**config.mk**
```make
export PLATFORM = sky130hd
export DESIGN_NAME = uart_cmd_decoder
export DESIGN_NICKNAME = d
export VERILOG_FILES = /design/src/rtl/uart_cmd_decoder.sv
export SDC_FILE = /design/constraint.sdc
export NUM_CORES = 1
export LEC_CHECK = 0
export CORE_ASPECT_RATIO = 0.5
export CORE_MARGIN = 4
export CORE_UTILIZATION = 53
export CTS_CLUSTER_SIZE = 12
export DETAILED_ROUTE_END_ITERATION = 6
export HOLD_SLACK_MARGIN = 0.08
export MAX_ROUTING_LAYER = met4
export PLACE_DENSITY = 0.8
export RECOVER_POWER = 25
export REMOVE_ABC_BUFFERS = 1
export SKIP_LAST_GASP = 1
export SLEW_MARGIN = 20
export SYNTH_ARGS = -nofsm -noshare
export SYNTH_HDL_FRONTEND = slang
export SYNTH_SLANG_ARGS = --single-unit
```
**constraint.sdc**
```tcl
create_clock -name clk_i -period 2.8 [get_ports clk_i]
set_input_delay 0.56 -clock clk_i [delete_from_list [all_inputs] [get_ports clk_i]]
set_output_delay 0.56 -clock clk_i [all_outputs]
set_load 0.005 [all_outputs]
```
**src/rtl/uart_cmd_decoder.sv**
```systemverilog
// rtl/uart_cmd_decoder.sv - 8N1 UART receiver, command-frame decoder, optional echo transmitter
// Optional echo transmitter is built when UART_CMD_ECHO_EN is defined.
module uart_cmd_decoder #(
  parameter int SYS_CLK   = 50_000_000,
  parameter int BAUD_RATE = 115200,
  parameter int DATA_BIT  = 32,
  parameter int PACK_NUM  = 4,
  parameter int FREQ_NUM  = 2
) (
  input  logic                clk_i,
  input  logic                rst_i,
  input  logic                rx_i,
  output logic                tx_o,
  output logic [DATA_BIT-1:0] output_pattern_o,
  output logic [DATA_BIT-1:0] freq_pattern_o,
  output logic [7:0]          sel_out_o,
  output logic [1:0]          mode_o,
  output logic                enable_o,
  output logic                stop_o,
  output logic [7:0]          slow_period_o,
  output logic [7:0]          fast_period_o,
  output logic [7:0]          repeat_o,
  output logic [7:0]          cmd_o,
  output logic                done_tick_o
);

  localparam int CLKS_PER_BIT = SYS_CLK / BAUD_RATE;
  localparam int CNT_W = $clog2(CLKS_PER_BIT + 1);
  localparam int BC_W  = $clog2(PACK_NUM + 1);
  localparam logic [CNT_W-1:0] BIT_END  = CNT_W'(CLKS_PER_BIT - 1);
  localparam logic [CNT_W-1:0] HALF_END = CNT_W'(CLKS_PER_BIT / 2 - 1);

  localparam logic [7:0] CMD_FREQ   = 8'h01;
  localparam logic [7:0] CMD_PERIOD = 8'h02;
  localparam logic [7:0] CMD_DATA   = 8'h03;
  localparam logic [7:0] CMD_CTRL   = 8'h04;
  localparam logic [7:0] CMD_REPEAT = 8'h05;

  // ---------------- UART receiver ----------------
  typedef enum logic [1:0] {RX_IDLE, RX_START, RX_DATA, RX_STOP} rx_state_t;

  logic             rx_meta_q, rx_sync_q, rx_prev_q;
  rx_state_t        rx_state_q, rx_state_d;
  logic [CNT_W-1:0] rx_cnt_q, rx_cnt_d;
  logic [2:0]       rx_bit_q, rx_bit_d;
  logic [7:0]       rx_shift_q, rx_shift_d;
  logic             rx_done;
  logic             rx_fall;

  assign rx_fall = rx_prev_q & ~rx_sync_q;

  // Two-flop synchroniser plus one delay stage for falling-edge detection
  always_ff @(posedge clk_i) begin
    if (rst_i) begin
      rx_meta_q <= 1'b1;
      rx_sync_q <= 1'b1;
      rx_prev_q <= 1'b1;
    end else begin
      rx_meta_q <= rx_i;
      rx_sync_q <= rx_meta_q;
      rx_prev_q <= rx_sync_q;
    end
  end

  // Receiver state register
  always_ff @(posedge clk_i) begin
    if (rst_i) begin
      rx_state_q <= RX_IDLE;
      rx_cnt_q   <= '0;
      rx_bit_q   <= '0;
      rx_shift_q <= '0;
    end else begin
      rx_state_q <= rx_state_d;
      rx_cnt_q   <= rx_cnt_d;
      rx_bit_q   <= rx_bit_d;
      rx_shift_q <= rx_shift_d;
    end
  end

  // Receiver next state: mid-start recheck, then one sample per bit period
  always_comb begin
    rx_state_d = rx_state_q;
    rx_cnt_d   = rx_cnt_q;
    rx_bit_d   = rx_bit_q;
    rx_shift_d = rx_shift_q;
    rx_done    = 1'b0;
    case (rx_state_q)
      RX_IDLE: begin
        if (rx_fall) begin
          rx_state_d = RX_START;
          rx_cnt_d   = '0;
        end
      end
      RX_START: begin
        if (rx_cnt_q == HALF_END) begin
          rx_cnt_d = '0;
          rx_bit_d = '0;
          rx_state_d = rx_sync_q ? RX_IDLE : RX_DATA;
        end else begin
          rx_cnt_d = rx_cnt_q + CNT_W'(1);
        end
      end
      RX_DATA: begin
        if (rx_cnt_q == BIT_END) begin
          rx_cnt_d   = '0;
          rx_shift_d = {rx_sync_q, rx_shift_q[7:1]};
          if (rx_bit_q == 3'd7) rx_state_d = RX_STOP;
          else                  rx_bit_d   = rx_bit_q + 3'd1;
        end else begin
          rx_cnt_d = rx_cnt_q + CNT_W'(1);
        end
      end
      RX_STOP: begin
        if (rx_cnt_q == BIT_END) begin
          rx_cnt_d   = '0;
          rx_state_d = RX_IDLE;
          rx_done    = rx_sync_q;
        end else begin
          rx_cnt_d = rx_cnt_q + CNT_W'(1);
        end
      end
      default: rx_state_d = RX_IDLE;
    endcase
  end

  // ---------------- Command-frame decoder ----------------
  typedef enum logic [1:0] {D_IDLE, D_CHAN, D_PAYLOAD, D_COMMIT} dec_state_t;

  dec_state_t          dec_state_q, dec_state_d;
  logic [7:0]          cmd_sh_q, cmd_sh_d, chan_sh_q, chan_sh_d;
  logic [DATA_BIT-1:0] data_sh_q, data_sh_d;
  logic [BC_W-1:0]     byte_cnt_q, byte_cnt_d, byte_last;
  logic [DATA_BIT-1:0] out_pat_q, out_pat_d, freq_pat_q, freq_pat_d;
  logic [7:0]          sel_q, sel_d, slow_q, slow_d, fast_q, fast_d, rep_q, rep_d, cmd_q, cmd_d;
  logic [1:0]          mode_q, mode_d;
  logic                en_q, en_d, stop_q, stop_d;

  // Decoder state, shadow and output registers
  always_ff @(posedge clk_i) begin
    if (rst_i) begin
      dec_state_q <= D_IDLE;
      cmd_sh_q    <= '0;
      chan_sh_q   <= '0;
      data_sh_q   <= '0;
      byte_cnt_q  <= '0;
      out_pat_q   <= '0;
      freq_pat_q  <= '0;
      sel_q       <= '0;
      slow_q      <= '0;
      fast_q      <= '0;
      rep_q       <= '0;
      cmd_q       <= '0;
      mode_q      <= '0;
      en_q        <= 1'b0;
      stop_q      <= 1'b0;
    end else begin
      dec_state_q <= dec_state_d;
      cmd_sh_q    <= cmd_sh_d;
      chan_sh_q   <= chan_sh_d;
      data_sh_q   <= data_sh_d;
      byte_cnt_q  <= byte_cnt_d;
      out_pat_q   <= out_pat_d;
      freq_pat_q  <= freq_pat_d;
      sel_q       <= sel_d;
      slow_q      <= slow_d;
      fast_q      <= fast_d;
      rep_q       <= rep_d;
      cmd_q       <= cmd_d;
      mode_q      <= mode_d;
      en_q        <= en_d;
      stop_q      <= stop_d;
    end
  end

  // Payload length of the latched command, as the index of its final byte
  always_comb begin
    byte_last = '0;
    case (cmd_sh_q)
      CMD_FREQ, CMD_DATA: byte_last = BC_W'(PACK_NUM - 1);
      CMD_PERIOD:         byte_last = BC_W'(FREQ_NUM - 1);
      default:            byte_last = '0;
    endcase
  end

  // Decoder next state; payload bytes shift in from the top so the first lands lowest
  always_comb begin
    dec_state_d = dec_state_q;
    cmd_sh_d    = cmd_sh_q;
    chan_sh_d   = chan_sh_q;
    data_sh_d   = data_sh_q;
    byte_cnt_d  = byte_cnt_q;
    out_pat_d   = out_pat_q;
    freq_pat_d  = freq_pat_q;
    sel_d       = sel_q;
    slow_d      = slow_q;
    fast_d      = fast_q;
    rep_d       = rep_q;
    cmd_d       = cmd_q;
    mode_d      = mode_q;
    en_d        = en_q;
    stop_d      = stop_q;
    done_tick_o = 1'b0;
    case (dec_state_q)
      D_IDLE: begin
        if (rx_done) begin
          byte_cnt_d = '0;
          case (rx_shift_q)
            CMD_FREQ, CMD_PERIOD: begin
              cmd_sh_d    = rx_shift_q;
              dec_state_d = D_PAYLOAD;
            end
            CMD_DATA, CMD_CTRL, CMD_REPEAT: begin
              cmd_sh_d    = rx_shift_q;
              dec_state_d = D_CHAN;
            end
            default: dec_state_d = D_IDLE;
          endcase
        end
      end
      D_CHAN: begin
        if (rx_done) begin
          chan_sh_d   = rx_shift_q;
          dec_state_d = D_PAYLOAD;
        end
      end
      D_PAYLOAD: begin
        if (rx_done) begin
          data_sh_d = {rx_shift_q, data_sh_q[DATA_BIT-1:8]};
          if (byte_cnt_q == byte_last) dec_state_d = D_COMMIT;
          else                         byte_cnt_d  = byte_cnt_q + BC_W'(1);
        end
      end
      D_COMMIT: begin
        done_tick_o = 1'b1;
        cmd_d       = cmd_sh_q;
        dec_state_d = D_IDLE;
        case (cmd_sh_q)
          CMD_FREQ: freq_pat_d = data_sh_q;
          CMD_PERIOD: begin
            slow_d = data_sh_q[DATA_BIT-8*FREQ_NUM +: 8];
            fast_d = data_sh_q[DATA_BIT-8 +: 8];
          end
          CMD_DATA: begin
            sel_d     = chan_sh_q;
            out_pat_d = data_sh_q;
          end
          CMD_CTRL: begin
            sel_d  = chan_sh_q;
            en_d   = data_sh_q[DATA_BIT-8];
            mode_d = data_sh_q[DATA_BIT-7 +: 2];
            stop_d = data_sh_q[DATA_BIT-5];
          end
          CMD_REPEAT: begin
            sel_d = chan_sh_q;
            rep_d = data_sh_q[DATA_BIT-8 +: 8];
          end
          default: cmd_d = cmd_sh_q;
        endcase
      end
      default: dec_state_d = D_IDLE;
    endcase
  end

  assign output_pattern_o = out_pat_q;
  assign freq_pattern_o   = freq_pat_q;
  assign sel_out_o        = sel_q;
  assign mode_o           = mode_q;
  assign enable_o         = en_q;
  assign stop_o           = stop_q;
  assign slow_period_o    = slow_q;
  assign fast_period_o    = fast_q;
  assign repeat_o         = rep_q;
  assign cmd_o            = cmd_q;

  // ---------------- Echo transmitter ----------------
`ifdef UART_CMD_ECHO_EN
  typedef enum logic {TX_IDLE, TX_BUSY} tx_state_t;

  tx_state_t        tx_state_q, tx_state_d;
  logic [CNT_W-1:0] tx_cnt_q, tx_cnt_d;
  logic [3:0]       tx_bit_q, tx_bit_d;
  logic [9:0]       tx_frame_q, tx_frame_d;

  // Transmitter state register
  always_ff @(posedge clk_i) begin
    if (rst_i) begin
      tx_state_q <= TX_IDLE;
      tx_cnt_q   <= '0;
      tx_bit_q   <= '0;
      tx_frame_q <= '1;
    end else begin
      tx_state_q <= tx_state_d;
      tx_cnt_q   <= tx_cnt_d;
      tx_bit_q   <= tx_bit_d;
      tx_frame_q <= tx_frame_d;
    end
  end

  // Transmitter next state; a byte arriving while busy is not queued
  always_comb begin
    tx_state_d = tx_state_q;
    tx_cnt_d   = tx_cnt_q;
    tx_bit_d   = tx_bit_q;
    tx_frame_d = tx_frame_q;
    case (tx_state_q)
      TX_IDLE: begin
        if (rx_done) begin
          tx_frame_d = {1'b1, rx_shift_q, 1'b0};
          tx_cnt_d   = '0;
          tx_bit_d   = '0;
          tx_state_d = TX_BUSY;
        end
      end
      TX_BUSY: begin
        if (tx_cnt_q == BIT_END) begin
          tx_cnt_d   = '0;
          tx_frame_d = {1'b1, tx_frame_q[9:1]};
          if (tx_bit_q == 4'd9) tx_state_d = TX_IDLE;
          else                  tx_bit_d   = tx_bit_q + 4'd1;
        end else begin
          tx_cnt_d = tx_cnt_q + CNT_W'(1);
        end
      end
      default: tx_state_d = TX_IDLE;
    endcase
  end

  assign tx_o = (tx_state_q == TX_BUSY) ? tx_frame_q[0] : 1'b1;
`else
  assign tx_o = 1'b1;
`endif

endmodule

```
==> metrics.yaml <==
min_path_type: "flip-flop to flip-flop"
hold_viol_final: 0
synthFlopType: "dfxtp_1"
grt_pass1_vias: 5644
fin_ws_ns: 0.363
worst_slew_pin_slew_ns: 1.56
ios: 113
ys_ff_latch: 186
wire_per_inst_um: 15.3
place.gp.congestion: 0.848
tns_ns: 0
setup_viol: 0
cts_sinks: 186
cts_buffers: 17
viasPerCell: 5.38
r2r-start: "rx_cnt_q[0]$_SDFFE_PP0P_"
crit_path_end_kind: "primary output"
synth_edf_count: 0
h-tree-depth: 4
r2r_end: "cmd_sh_q[4]$_SDFFE_PP0P_"
syn_inst: 827
finalClockSkew_ns: 0.0149
final_nets: 926
ant_nets: 0
layout_min_cycle_time_ns: 2.44
cap_violations: 1
synth_top_area_frac: 0.520
drive_above_1_share: 0.0637
hp-start: "rx_meta_q$_SDFF_PP1_"
rsz0062_at_grt: "no"
reg2regPathDepth: 6
grt_pass1_wl_um: 27900
die_area_um2: 15500
dp_slack_ns: 0.613
path_cells: "ha_1 -> buf_4 -> clkdlybuf4s50_1"
crit_fanout: 9
critical_path_class: "flip-flop to primary output"
cellPowerDensity_nw_per_um2: 584
vias: 5894
drt_iter0_drc: 484
io_buffers: 111
fmax_mhz: 410
max_stage_delay_ns: 0.52
path_delay_family: "buffers and inverters"
first_pass_iters: 5
clk_pin_slew_ns: 0.07
cts_setup_buffers: 0
dieHeight_um: 90.2
route.detailed.drc: 0
ys_types: 54
startpoint_type: "flip-flop"
yosysTopAreaCell: "dfxtp_1"
crit_cells: 3
cts_root_buffer: "clkbuf_16"
diodes: 0
die_x_um: 172
grt_max_degree: 97
ys_warn_count: 0
failed_checks: "max-capacitance violations, max-slew violations"
slowest_stage: "clkdlybuf4s50_1"
slew_viol_final: 35
num_rows: 29
p_leak_nw: 3.31
gr-total-overflow: 0
start_util: 0.554
reg2reg_slack_ns: 0.53
hold_end: "rx_sync_q$_SDFF_PP1_"
whs_path_depth: 1
cp.required_ns: 2.24
synth_area_leaders: "dfxtp_1 (52%), nand2_1 (11%), mux2i_1 (8.4%), a21oi_1 (8.0%), nor2_1 (3.6%)"
insertion_delay_ns: 0.43
async_flop_share: 0
synth.most_common_cell: "nand2_1"
ys_seq_area_frac: 0.520
antenna_found_initial: 0
syn_to_final_growth_pct: 24.7
synth.avg_cell_area_um2: 8.65
fin_crit_sh: 0.871
postRouteWirelength_um: 16800
path_buf_inv: 2
vdd_drop_max_uv: 433
ctsHoldBuffers: 0
netlist_area_um2: 7150
grt.total_usage: 0.225
cts_tree: "yes"
clk_path_buf_depth: 2
synthTopCellsByCount: "nand2_1 (216), dfxtp_1 (186), a21oi_1 (114)"
status: "complete, but fails checks"
cts_resized: 0
crit_arrival_ns: 1.88
slew_headroom: -0.0419
place_hpwl_um: 10900
core_area_um2: 12900
power breakdown:
part	switching, mW	internal (mW)
combinational	0.113	0.0510
clock	1.11	1.27
sequential	0.0171	2.65
through the flow:
step / hold slack, ns / util / std cells / instance area [um2] / power, mW
after CTS: 0.414 / 0.691 / 1096 / 8930 / 5.25
after global placement: 0.396 / 0.646 / 1064 / 8340 / 2.89
final: 0.418 / 0.690 / 1096 / 8920 / 5.21
after global routing: 0.441 / 0.690 / 1096 / 8920 / 5.39
after detailed placement: 0.399 / 0.646 / 1064 / 8340 / 2.90
after floorplan: 0.389 / - / 771 / 6910 / 2.81
sequential cells by signal, summed over array words and instances, names as in the netlist, 3 cells and up, named ones only:
| name | flops |
|---|---|
| slow_period_o | 8 |
| sel_out_o | 8 |
| freq_pattern_o | 32 |
| repeat_o | 8 |
| output_pattern_o | 32 |
| cmd_o | 8 |
| byte_cnt_q | 3 |
| rx_cnt_q | 9 |
| rx_bit_q | 3 |
| chan_sh_q | 8 |
| cmd_sh_q | 8 |
| fast_period_o | 8 |
| data_sh_q | 32 |
| rx_shift_q | 8 |
layout make-up:
class,count,area (um2)
Clock buffer,18,429
Clock inverter,14,155
Fill cell,1020,4000
Inverter,8,30.0
Multi-Input combinational cell,577,3160
Sequential cell,186,3720
Tap cell,170,213
Timing Repair Buffer,123,1200
cells by family after synthesis:
kind of cell / after synthesis / share of synthesized area
other: 1 / 0.000524
DFF: 186 / 0.520
AOI/OAI and AO/OA: 142 / 0.112
xor gates and xnor gates: 2 / 0.00245
muxes: 61 / 0.0855
adders and majority gates: 10 / 0.0175
buffers and inverters: 64 / 0.0387
and+or+nand+nor: 361 / 0.223
how the worst max path moves through the flow:
stage	slack (ns)	start	end
final	0.36	dec_state_q[1]$_SDFFE_PP0P_	done_tick_o
after global routing	0.25	rst_i	dec_state_q[0]$_SDFFE_PP0P_
after CTS	0.36	dec_state_q[1]$_SDFFE_PP0P_	done_tick_o
after detailed placement	0.61	cmd_sh_q[7]$_SDFFE_PP0P_	freq_pattern_o[24]$_SDFFE_PP0P_
after global placement	0.69	rx_cnt_q[0]$_SDFFE_PP0P_	cmd_sh_q[7]$_SDFFE_PP0P_
after floorplan	-0.21	dec_state_q[1]$_SDFFE_PP0P_	freq_pattern_o[0]$_SDFFE_PP0P_
cells in the final DEF (no fill, tap or decap), types with 4 or more instances in the layout:
cell	instances
ha_1	10
clkbuf_16	17
dlygate4sd3_1	49
nand3b_1	5
dfxtp_1	186
a21oi_1	114
and4b_1	4
mux2i_1	60
or2_2	5
nand3_1	19
nor3_1	5
buf_4	10
nor2_1	66
nand2_1	216
or3_1	4
and2_1	7
clkdlybuf4s50_1	61
o21ai_0	4
nand2b_1	7
inv_1	8
routing by layer:
metal / routed length, um / global-route usage / vias up / share of wire
li1: - / - / 2940 / -
met2: 8400 / 0.380 / 164 / 0.50
met3: 812 / 0.0513 / 13 / 0.048
met1: 7410 / 0.276 / 2777 / 0.44
met4: 157 / 0.0517 / 0 / 0.0094
met5: 0 / - / - / 0
Note: power is estimated with default switching activity, not from simulation.
